--- config.mk ---
export PLATFORM = sky130hd
export DESIGN_NAME = rs_encoder_16_8_flat
export DESIGN_NICKNAME = d
export VERILOG_FILES = /design/src/rtl/rs_gf256_pkg.sv /design/src/rtl/rs_encoder_16_8_if.sv /design/src/rtl/rs_enc_lfsr_16_8.sv /design/src/rtl/rs_encoder_16_8.sv /design/src/flat_wrapper.sv
export SDC_FILE = /design/constraint.sdc
export NUM_CORES = 1
export LEC_CHECK = 0
export BUFFER_PORTS_ARGS = -buffer_cell sky130_fd_sc_hd__buf_2
export CORE_MARGIN = 3
export CORE_UTILIZATION = 45
export CTS_BUF_LIST = sky130_fd_sc_hd__clkbuf_16
export DETAILED_ROUTE_END_ITERATION = 16
export MAX_ROUTING_LAYER = met4
export PLACE_DENSITY_LB_ADDON = 0.2
export SKIP_CTS_REPAIR_TIMING = 1
export SLEW_MARGIN = 20
export SYNTH_ARGS = -nofsm -noshare
export SYNTH_HDL_FRONTEND = slang
export SYNTH_SLANG_ARGS = --single-unit
--- constraint.sdc ---
create_clock -name clk -period 6.7 [get_ports clk]
set_clock_uncertainty 0.15 [all_clocks]
set_input_delay 0 -clock clk [delete_from_list [all_inputs] [get_ports clk]]
set_output_delay 0 -clock clk [all_outputs]
set_load 0.005 [all_outputs]
--- src/rtl/rs_gf256_pkg.sv ---
// GF(256) arithmetic shared by the RS(16,8) encoder and decoder chain (primitive polynomial 0x11D).
// GEN_POLY holds the low eight coefficients of g(x) = prod_{i=1..8} (x + alpha^i); the x^8 term is 1.
package rs_gf256_pkg;

  localparam int SYM_BW = 8;
  localparam int N_NUM  = 16;
  localparam int R_NUM  = 8;
  localparam logic [8:0] PRIM_POLY = 9'h11D;

  typedef logic [SYM_BW-1:0] sym_t;

  typedef enum logic {
    ST_DATA   = 1'b0,
    ST_PARITY = 1'b1
  } enc_state_e;

  function automatic sym_t gf_mul(input sym_t a, input sym_t b);
    sym_t acc;
    sym_t sh;
    acc = '0;
    sh  = a;
    for (int i = 0; i < SYM_BW; i++) begin
      if (b[i]) acc = acc ^ sh;
      sh = sh[SYM_BW-1] ? ({sh[SYM_BW-2:0], 1'b0} ^ PRIM_POLY[SYM_BW-1:0])
                        : {sh[SYM_BW-2:0], 1'b0};
    end
    return acc;
  endfunction

  // Expands the product of (x + alpha^i) one root at a time; coefficient k lives at [k*SYM_BW +: SYM_BW].
  function automatic logic [(R_NUM+1)*SYM_BW-1:0] calc_gen_poly();
    logic [(R_NUM+1)*SYM_BW-1:0] g;
    sym_t root;
    g = '0;
    g[SYM_BW-1:0] = sym_t'(1);
    root = sym_t'(1);
    for (int i = 1; i <= R_NUM; i++) begin
      root = gf_mul(root, sym_t'(2));
      for (int k = R_NUM; k >= 1; k--) begin
        g[k*SYM_BW +: SYM_BW] = g[(k-1)*SYM_BW +: SYM_BW] ^ gf_mul(g[k*SYM_BW +: SYM_BW], root);
      end
      g[0 +: SYM_BW] = gf_mul(g[0 +: SYM_BW], root);
    end
    return g;
  endfunction

  localparam logic [(R_NUM+1)*SYM_BW-1:0] GEN_POLY_FLAT = calc_gen_poly();

  localparam sym_t GEN_POLY [0:R_NUM-1] = '{
    GEN_POLY_FLAT[7:0],   GEN_POLY_FLAT[15:8],  GEN_POLY_FLAT[23:16], GEN_POLY_FLAT[31:24],
    GEN_POLY_FLAT[39:32], GEN_POLY_FLAT[47:40], GEN_POLY_FLAT[55:48], GEN_POLY_FLAT[63:56]
  };

endpackage

--- src/rtl/rs_encoder_16_8_if.sv ---
// Message-in / codeword-out streams of the RS(16,8) encoder, plus the encoder FSM state for observation.
// Handshake: a symbol moves on a rising edge where valid && ready; once valid is high the source holds
// valid and data (and last/parity) unchanged until that edge, and ready may depend combinationally on valid.
interface rs_encoder_16_8_if #(
  parameter int SYM_BW = 8
) ();

  logic              in_valid;
  logic              in_ready;
  logic [SYM_BW-1:0] in_data;
  logic              out_valid;
  logic              out_ready;
  logic [SYM_BW-1:0] out_data;
  logic              out_last;
  logic              out_parity;
  rs_gf256_pkg::enc_state_e dbg_state;

  modport master (
    output in_valid, in_data, out_ready,
    input  in_ready, out_valid, out_data, out_last, out_parity, dbg_state
  );

  modport slave (
    input  in_valid, in_data, out_ready,
    output in_ready, out_valid, out_data, out_last, out_parity, dbg_state
  );

endinterface

--- src/rtl/rs_enc_lfsr_16_8.sv ---
// Parity register of the RS(16,8) encoder: divides the message by g(x) as it streams in,
// then shifts the remainder out highest coefficient first.
module rs_enc_lfsr_16_8
  import rs_gf256_pkg::*;
(
  input  logic clk,
  input  logic rst,
  input  logic clear,
  input  logic update,
  input  logic shift,
  input  sym_t din,
  output sym_t par_top
);

  sym_t par_q [R_NUM];
  sym_t fb;

  assign fb      = din ^ par_q[R_NUM-1];
  assign par_top = par_q[R_NUM-1];

  // Shifting in zeros while the parity drains leaves the register clear for the next codeword.
  always_ff @(posedge clk) begin
    if (rst || clear) begin
      for (int j = 0; j < R_NUM; j++) par_q[j] <= '0;
    end else if (update) begin
      par_q[0] <= gf_mul(GEN_POLY[0], fb);
      for (int j = 1; j < R_NUM; j++) par_q[j] <= par_q[j-1] ^ gf_mul(GEN_POLY[j], fb);
    end else if (shift) begin
      par_q[0] <= '0;
      for (int j = 1; j < R_NUM; j++) par_q[j] <= par_q[j-1];
    end
  end

endmodule

--- src/rtl/rs_encoder_16_8.sv ---
// Systematic RS(16,8) encoder: forwards 8 message symbols, then appends 8 parity symbols.
// Optional RS_ENC_ABORT_EN adds an abort input that discards the codeword in flight.
module rs_encoder_16_8 #(
  parameter int SYM_BW = 8,
  parameter int N_NUM  = 16,
  parameter int R_NUM  = 8
) (
  input logic clk,
  input logic rst,
`ifdef RS_ENC_ABORT_EN
  input logic abort,
`endif
  rs_encoder_16_8_if.slave bus
);

  import rs_gf256_pkg::enc_state_e;
  import rs_gf256_pkg::ST_DATA;
  import rs_gf256_pkg::ST_PARITY;

  localparam int         MSG_NUM  = N_NUM - R_NUM;
  localparam logic [2:0] MSG_LAST = 3'(MSG_NUM - 1);
  localparam logic [2:0] PAR_LAST = 3'(R_NUM - 1);

  enc_state_e        state_q, state_d;
  logic [2:0]        cnt_q, cnt_d;
  logic              free, in_ready, accept, emit, kill;
  logic              out_valid_q, out_last_q, out_parity_q;
  logic [SYM_BW-1:0] out_data_q;
  logic [SYM_BW-1:0] par_top;

`ifdef RS_ENC_ABORT_EN
  assign kill = abort;
`else
  assign kill = 1'b0;
`endif

  // The output register is free when empty or being drained this cycle.
  assign free     = !out_valid_q || bus.out_ready;
  assign in_ready = (state_q == ST_DATA) && free && !kill;
  assign accept   = bus.in_valid && in_ready;
  assign emit     = (state_q == ST_PARITY) && free && !kill;

  always_ff @(posedge clk) begin
    if (rst) begin
      state_q <= ST_DATA;
      cnt_q   <= '0;
    end else begin
      state_q <= state_d;
      cnt_q   <= cnt_d;
    end
  end

  always_comb begin
    state_d = state_q;
    cnt_d   = cnt_q;
    if (kill) begin
      state_d = ST_DATA;
      cnt_d   = '0;
    end else if (accept) begin
      cnt_d = cnt_q + 3'd1;
      if (cnt_q == MSG_LAST) begin
        state_d = ST_PARITY;
        cnt_d   = '0;
      end
    end else if (emit) begin
      cnt_d = cnt_q + 3'd1;
      if (cnt_q == PAR_LAST) begin
        state_d = ST_DATA;
        cnt_d   = '0;
      end
    end
  end

  always_ff @(posedge clk) begin
    if (rst) begin
      out_valid_q  <= 1'b0;
      out_data_q   <= '0;
      out_last_q   <= 1'b0;
      out_parity_q <= 1'b0;
    end else if (kill) begin
      out_valid_q <= 1'b0;
    end else if (accept) begin
      out_valid_q  <= 1'b1;
      out_data_q   <= bus.in_data;
      out_last_q   <= 1'b0;
      out_parity_q <= 1'b0;
    end else if (emit) begin
      out_valid_q  <= 1'b1;
      out_data_q   <= par_top;
      out_last_q   <= (cnt_q == PAR_LAST);
      out_parity_q <= 1'b1;
    end else if (bus.out_ready) begin
      out_valid_q <= 1'b0;
    end
  end

  rs_enc_lfsr_16_8 u_lfsr (
    .clk    (clk),
    .rst    (rst),
    .clear  (kill),
    .update (accept),
    .shift  (emit),
    .din    (bus.in_data),
    .par_top(par_top)
  );

  assign bus.in_ready   = in_ready;
  assign bus.out_valid  = out_valid_q;
  assign bus.out_data   = out_data_q;
  assign bus.out_last   = out_last_q;
  assign bus.out_parity = out_parity_q;
  assign bus.dbg_state  = state_q;

endmodule

--- src/flat_wrapper.sv ---
// flat-port wrapper written by rule: the top's interface ports become plain ports
module rs_encoder_16_8_flat import rs_gf256_pkg::enc_state_e; import rs_gf256_pkg::ST_DATA; import rs_gf256_pkg::ST_PARITY;
#(
  parameter int SYM_BW = 8,
  parameter int N_NUM  = 16,
  parameter int R_NUM  = 8
)
  (clk, rst, bus_in_valid, bus_in_data, bus_out_ready, bus_in_ready, bus_out_valid, bus_out_data, bus_out_last, bus_out_parity, bus_dbg_state);
  rs_encoder_16_8_if #(.SYM_BW(SYM_BW)) bus_i ();
  input logic clk;
  input logic rst;
  input wire logic [$bits(bus_i.in_valid)-1:0] bus_in_valid;
  input wire logic [$bits(bus_i.in_data)-1:0] bus_in_data;
  input wire logic [$bits(bus_i.out_ready)-1:0] bus_out_ready;
  output wire logic [$bits(bus_i.in_ready)-1:0] bus_in_ready;
  output wire logic [$bits(bus_i.out_valid)-1:0] bus_out_valid;
  output wire logic [$bits(bus_i.out_data)-1:0] bus_out_data;
  output wire logic [$bits(bus_i.out_last)-1:0] bus_out_last;
  output wire logic [$bits(bus_i.out_parity)-1:0] bus_out_parity;
  output wire logic [$bits(bus_i.dbg_state)-1:0] bus_dbg_state;
  assign bus_i.in_valid = bus_in_valid;
  assign bus_i.in_data = bus_in_data;
  assign bus_i.out_ready = bus_out_ready;
  assign bus_in_ready = bus_i.in_ready;
  assign bus_out_valid = bus_i.out_valid;
  assign bus_out_data = bus_i.out_data;
  assign bus_out_last = bus_i.out_last;
  assign bus_out_parity = bus_i.out_parity;
  assign bus_dbg_state = bus_i.dbg_state;
  rs_encoder_16_8 #(.SYM_BW(SYM_BW), .N_NUM(N_NUM), .R_NUM(R_NUM)) u_core (.clk(clk), .rst(rst), .bus(bus_i));
endmodule
# == Word level (Yosys, flattened, before mapping) ==
# Memory sizes are Yosys's and may differ from the RTL's.
# Cells that the tools add are included.
# totals
input_bits,12
mem_count,1
mem_bits_rw,64
output_inout_bits,13
ff_bits,15
# mem_list
name,depth,word_bits,read_ports,rd_ports_with_merged_regs,write_ports,line,rtl
u_core.u_lfsr.par_q,8,8,8,0,8,rs_enc_lfsr_16_8.sv:15,sym_t par_q [R_NUM];
# op_classes
n_eq_ne,3
bitwise,81
addsub,1
reduce_logical,9
muxes,229
# op_table
op,n
$mux 8,175
$mux 7,16
$xor 8x8->8,8
$not 4->4,14
$mux 6,9
$not 6->6,7
$not 3->3,12
$not 5->5,7
$mux 5,4
$mux 1,17
$or 1x1->1,16
$mux 3,4
$mux 4,3
$not 1->1,11
$not 2->2,5
$not 7->7,1
$ne 2x2->1 const B,2
$add 3x1->3 const B,1
$eq 3x3->1 const B,1
$logic_and 1x1->1,3
$reduce_and 3->1,1
$reduce_bool 3->1,1
$mux 2,1
$reduce_bool 2->1,1
other kinds (3),3

# == Depth between registers and ports, before layout ==
# Gate-level depths: netlist of the first run.
# logic_depth
word_depth,37
depth_mapped,8

# == Modules after synthesis ==
# Synthesis of the first run repeated with hierarchy kept, for this count alone.
# hier_totals
hier_cells,423
hier_area_um2,4855.9
# modules_own_cells
module,cells_each,area_each_um2,instances,seq_area_each_um2
rs_enc_lfsr_16_8,353,4170.2,1,1921.8
rs_encoder_16_8,70,685.7,1,300.3

# == Least setup slack after synthesis of the first run ==
# Ideal clock, no wire load.
# synth_timing
path_type,register to register
startpoint,mem u_core.u_lfsr.par_q[1][28] (netlist bit)
endpoint,"mem u_core.u_lfsr.par_q[1][9] (netlist bit), data pin"
setup_slack_ns,4.291
path_buffers,1
synth_period_minus_slack_ns,2.409
arrival_ns,1.981
stages_incl_launch_ff,7
path_cell_list,edfxtp_1 > xnor2_1 > clkbuf_1 > xnor3_1 > xnor2_2 > mux2i_1 > o311ai_0
# synth_lines
item,line
"start, declared",rs_enc_lfsr_16_8.sv:15

==> results of run 1 <==
[power groups by stage]
stage	Combinational, uW	Clock [uW]	Sequential, uW
6_report	2060	450	832
5_1_grt	2250	473	849
3_5_place_dp	2040	0	838
4_1_cts	2060	454	830
3_3_place_gp	2010	0	832
2_1_floorplan	1660	0	812
[metal layers]
metal / global-route usage, % / vias to the layer above
met2: 29.4 / 97
met5: - / -
li1: - / 1558
met3: 4.20 / 12
met1: 28.4 / 1612
met4: 5.30 / 0
[area by class of cell]
type | instances | area [um^2] | area share (%)
timing repair buffer | 41 | 273 | 5.22
clock inverter | 7 | 38.8 | 0.742
sequential | 79 | 2220 | 42.5
inverter | 3 | 11.3 | 0.215
tap | 133 | 166 | 3.18
multi-input combinational | 309 | 2290 | 43.8
clock buffer | 9 | 225 | 4.31
[cell usage after synthesis, types with 3 or more instances]
cell      instances
edfxtp_1         64
xnor2_1          51
nor2_1           48
a21oi_1          44
o21ai_0          37
or3_1            35
clkbuf_1         22
nand2_1          18
dfxtp_1          15
xnor3_1          13
xnor2_2          10
a222oi_1          8
nor3_1            5
xor2_1            5
a31o_2            3
and3_1            3
inv_1             3
xnor2_4           3
[worst paths after layout]
path                                     end  slack, ns  cells after the start                       start
setup / recovery  u_core.u_lfsr.par_q[1][19]       4.04                      5  u_core.u_lfsr.par_q[1][25]
hold / removal        u_core.bus.out_data[5]       0.03                      2                         rst
setup reg to reg  u_core.u_lfsr.par_q[1][19]       4.04                      5  u_core.u_lfsr.par_q[1][25]
hold reg to reg          u_core.bus.out_last       0.31                      2         u_core.bus.out_last
[logic make-up after synthesis]
| logic type | share of synthesized area (%) |
|---|---|
| AO/OA/AOI/OAI | 12.3 |
| XOR/XNOR | 23.7 |
| adder cells (fa/ha/maj) | 0.542 |
| buffers and inverters | 2.33 |
| flip-flops | 48.1 |
| multiplexers | 0.434 |
| AND/OR/NAND/NOR | 12.6 |
[worst register-to-register path, cell delays in order (launching register included)]
cell,delay (ns)
edfxtp_1,0.46
xor2_2,0.42
xnor3_2,0.61
xor3_1,0.42
or3_1,0.32
a21oi_1,0.14
[through the flow]
stage	worst slack (ns)	cells	hold WS (ns)	total power (uW)
floorplan	4.29	416	-0.0254	2470
global placement	4.06	555	0.126	2840
detailed placement	4.08	555	0.134	2870
CTS	4.03	571	-0.215	3340
global route	3.93	581	0.0525	3570
finish	4.04	581	0.0279	3340
[cells in the final DEF (no fill, tap or decap), types with 4 or more instances in the layout]
cell type | netlist | routed
a21oi_1 | 44 | 44
a222oi_1 | 8 | 8
buf_2 | 2 | 24
buf_4 | 0 | 7
clkbuf_16 | 0 | 9
dfxtp_1 | 15 | 15
dlygate4sd3_1 | 0 | 10
edfxtp_1 | 64 | 64
inv_1 | 3 | 4
nand2_1 | 18 | 16
nor2_1 | 48 | 48
nor3_1 | 5 | 5
o21ai_0 | 37 | 37
or3_1 | 35 | 35
xnor2_1 | 51 | 51
xnor2_2 | 10 | 10
xnor3_1 | 13 | 13
xor2_1 | 5 | 5
[state kept, by name, summed over array words and instances (netlist names)]
register / count
u_core.u_lfsr.par_q: 64
u_core.bus.out_valid: 1
u_core.bus.out_data: 8
u_core.bus.dbg_state: 1
u_core.bus.out_parity: 1
u_core.bus.out_last: 1
u_core.cnt_q: 3
==> results.json, run 1 <==
{
  "area_growth_pct": 13.3,
  "crit_chain": "xor2_2 > xnor3_2 > xor3_1 > or3_1 > a21oi_1",
  "start_util_pct": 46.8,
  "synth_top_area_share_pct": 41.6,
  "grtUsageTotal_pct": 20.0,
  "drt_iter0_markers": 325,
  "layout-drive-gt1-share_pct": 14.7,
  "wl_met2_um": 5080,
  "wl_per_cell_um": 18.7,
  "grt_pass1_wl_um": 16900,
  "wl_met3_um": 548,
  "root_buffer": "clkbuf_16",
  "vias": 3279,
  "slew_viol_final": 0,
  "start_kind": "flop",
  "crit_arrival_ns": 2.70,
  "worstPathRequired_ns": 6.74,
  "cpPeakStageDelay_ns": 0.61,
  "routed_wirelength_um": 10900,
  "wl_met1_um": 5050,
  "p_int_uw": 2040,
  "cts_max_level": 3,
  "final_util_pct": 53.0,
  "via_per_inst": 5.64,
  "stdcell_area_mm2": 0.00523,
  "ys_seq_elements": 79,
  "setup_violations": 0,
  "first_global_vias": 3065,
  "cts_tree": "yes",
  "dieArea_mm2": 0.0115,
  "avgSynthCellArea_um2": 11.1,
  "switching_share_pct": 39.0,
  "synth_area_leaders": "edfxtp_1, xnor2_1, dfxtp_1",
  "fillerInstances": 864,
  "synthArstFlopShare_pct": 0,
  "critPathKind": "flop to flop",
  "antenna_found_initial": 0,
  "antenna_cells": 0,
  "core-area_mm2": 0.00986,
  "rows": 36,
  "drc_errors": 0,
  "top_layer": "met4",
  "yosysTopAreaCell": "edfxtp_1",
  "crit_path_top_delay_cell": "xnor3_2",
  "maxCapViolations": 0,
  "synth_edf_count": 64,
  "nets": 457,
  "io_pins": 25,
  "fin_tns_setup_ns": 0,
  "worst_pin_slew_ns": 0.779,
  "clk_pin_slew_ns": 0.06,
  "grt_max_degree": 58,
  "critPathBufInv": 0,
  "synth_cell_types": 39,
  "crit_family": "XOR/XNOR gates",
  "clkPwrFrac_pct": 13.4,
  "slew_headroom_pct": 47.8,
  "clock-sinks": 79,
  "ys_warn_count": 0,
  "gp_congestion": 0.848,
  "placed_cell_area_mm2": 0.00486,
  "leakagePower_uw": 0.00204,
  "ys_seq_area_share_pct": 48.1,
  "worst_ir_drop_vdd_mv": 0.271,
  "syn-cell-area_mm2": 0.00462,
  "die_h_um": 107,
  "cts_buffers": 9,
  "port_buffers": 24,
  "clockBufferDepth": 2,
  "rsz0062_at_grt": "false",
  "postRouteAntennaNets": 0,
  "die_x_um": 107,
  "drt_pre_antenna_iters": 6,
  "hp-class": "primary input to flop",
  "seq_power_share_pct": 24.9,
  "dp_hpwl_um": 6920,
  "p_per_area_mw_per_mm2": 640,
  "hold_viol_final": 0,
  "worstSkewPairLatency_ns": 0.34,
  "crit_path_end_kind": "flop",
  "period_share_pct": 39.8,
  "comb_power_share_pct": 61.7,
  "grt_overflow_total": 0,
  "synth_ff_type": "edfxtp_1",
  "max_freq_mhz": 375,
  "cp_max_fo": 6,
  "min_period_ns": 2.66,
  "mappedNetlistNets": 430,
  "switching_power_uw": 1300,
  "syn_inst": 416,
  "outcome": "finished, final reports clean"
}
Note: power is estimated with default switching activity, not from simulation.
==> run 2, diff against run 1 <==
==> constraint.sdc (replaced) <==
create_clock -name clk -period 2.64 [get_ports clk]
set_clock_uncertainty 0.15 [all_clocks]
set_input_delay 0 -clock clk [delete_from_list [all_inputs] [get_ports clk]]
set_output_delay 0 -clock clk [all_outputs]
set_load 0.005 [all_outputs]
==> run 2 against run 1 <==
Setup slack worse by 3.9 ns. Register-to-register slack got worse by 3.9 ns. Global-route usage rose by 1.1 points. Clock-buffer cell count unchanged. Wire length grew 1.7%. Power grew to 2.7 times the previous value. Utilization up 2.0 points. Cell count rose by 3.8%. Via count rose by 2.2%. Non-clock buffer count grew 22. Sequential power increased to 2.5 times the previous value.
==> results.json, run 2 (same netlist as run 1, synthesis figures left out) <==
{
  "hold_depth": 4,
  "die_x_um": 107,
  "drt_pre_antenna_iters": 6,
  "final_common_cell": "edfxtp_1",
  "regToRegSetupSlack_ns": 0.18,
  "rr_worst_depth": 5,
  "via_per_inst": 5.56,
  "rsz0062_at_grt": "false",
  "core-area_mm2": 0.00986,
  "drc_errors": 0,
  "critPathKind": "flop to flop",
  "start_util_pct": 46.8,
  "worst_pin_slew_ns": 0.733,
  "r2r_end": "u_core.u_lfsr.par_q[1][9]",
  "setup_violations": 0,
  "postRouteAntennaNets": 0,
  "cts_max_level": 3,
  "holdCritStartpoint": "bus_out_ready",
  "dpl.cell_count": 577,
  "top_register": "u_core.u_lfsr.par_q",
  "first_global_vias": 3205,
  "drt_iter0_markers": 284,
  "min_to": "bus_in_ready",
  "gp_congestion": 0.879,
  "grt_max_degree": 58,
  "vias": 3352,
  "area_growth_pct": 17.5,
  "p_per_area_mw_per_mm2": 1640,
  "grtUsageTotal_pct": 21.0,
  "wl_per_cell_um": 18.3,
  "io_pins": 25,
  "fillerInstances": 881,
  "slew_headroom_pct": 51.0,
  "hold_viol_final": 0,
  "port_buffers": 24,
  "nets": 479,
  "seqCellArea_mm2": 0.00222,
  "antenna_found_initial": 0,
  "routed_wirelength_um": 11000,
  "crit_arrival_ns": 2.42,
  "dp_hpwl_um": 7620,
  "cts_buffers": 9,
  "clk_pin_slew_ns": 0.06,
  "clock-sinks": 79,
  "cts_tree": "yes",
  "dieArea_mm2": 0.0115,
  "cp_max_fo": 4,
  "grt_overflow_total": 0,
  "start_kind": "flop",
  "rows": 36,
  "die_h_um": 107,
  "fin_tns_setup_ns": 0,
  "clockBufferDepth": 2,
  "outcome": "finished, final reports clean",
  "largest_register_ff_count": 64,
  "layout-drive-gt1-share_pct": 18.3,
  "worstPathRequired_ns": 2.60,
  "root_buffer": "clkbuf_16",
  "maxCapViolations": 0,
  "worstSkewPairLatency_ns": 0.33,
  "grt_pass1_wl_um": 17800,
  "r2r_start": "u_core.u_lfsr.par_q[1][26]",
  "period_share_pct": 93.0,
  "stdcell_count": 603,
  "antenna_cells": 0,
  "layout_common_cells": "edfxtp_1, xnor2_1, nor2_1",
  "hp-class": "primary input to primary output",
  "crit_path_end_kind": "flop",
  "multi_input_area_mm2": 0.00229,
  "max_freq_mhz": 407,
  "min_period_ns": 2.46,
  "slew_viol_final": 0,
  "worst_ir_drop_vdd_mv": 0.638,
  "timing.hold.ws_ns": 0.197,
  "leakagePower_uw": 0.00214
}
==> run 2: cell count changes in the layout (fill, tap and decap cells not counted), sizes merged <==
cell / change
clkinvlp: +2
inv: -3
clkinv: +1
buf: +22
==> run 2: area by class of cell <==
type / instances / share of cell area [%]
inverter: 3 / 0.208
sequential: 79 / 41.0
timing repair buffer: 63 / 8.54
clock buffer: 9 / 4.15
clock inverter: 7 / 0.900
multi-input combinational: 309 / 42.2
tap: 133 / 3.07
==> run 2: layer usage <==
metal | routed length (um) | global-route usage [%] | up-vias | share of wire (%)
met1 | 5230 | 30.4 | 1651 | 47
met3 | 567 | 3.96 | 13 | 5.1
met5 | 0 | - | - | 0
met4 | 128 | 5.02 | 0 | 1.2
li1 | - | - | 1602 | -
met2 | 5120 | 31.0 | 86 | 46
==> run 2: how the worst max path moves through the flow <==
stage,start,to,slack (ns),cells past startpoint
floorplan,u_core.u_lfsr.par_q[1][28],u_core.u_lfsr.par_q[1][9],0.23,6
global placement,u_core.u_lfsr.par_q[1][30],u_core.u_lfsr.par_q[0][21],0.26,6
detailed placement,u_core.u_lfsr.par_q[1][26],u_core.u_lfsr.par_q[1][9],0.22,5
CTS,u_core.u_lfsr.par_q[1][26],u_core.u_lfsr.par_q[1][9],0.18,5
global route,u_core.u_lfsr.par_q[1][26],u_core.u_lfsr.par_q[1][9],0.02,5
finish,u_core.u_lfsr.par_q[1][26],u_core.u_lfsr.par_q[1][9],0.18,5
==> run 2: per-stage QoR <==
stage               setup slack, ns  area, um^2  total power, uW  utilization [%]
global route                 0.0210        5420             9540             55.0
global placement              0.261        5050             7620             51.2
floorplan                     0.231        4620             6280                -
detailed placement            0.216        5050             7700             51.2
CTS                           0.175        5320             8910             54.0
finish                        0.185        5420             8890             55.0
==> run 2: power breakdown <==
group	switching, uW	internal [uW]	leakage, uW
logic	2690	2960	0.00120
clock network	513	637	0.000127
registers	205	1890	0.000819
==> run 2: worst max-delay path, cell delays in order, from the launching register on <==
cell and delay, ns:
edfxtp_1 0.43, xnor2_2 0.43, xnor3_1 0.51, xnor2_2 0.28, xor2_1 0.10, o311ai_0 0.33
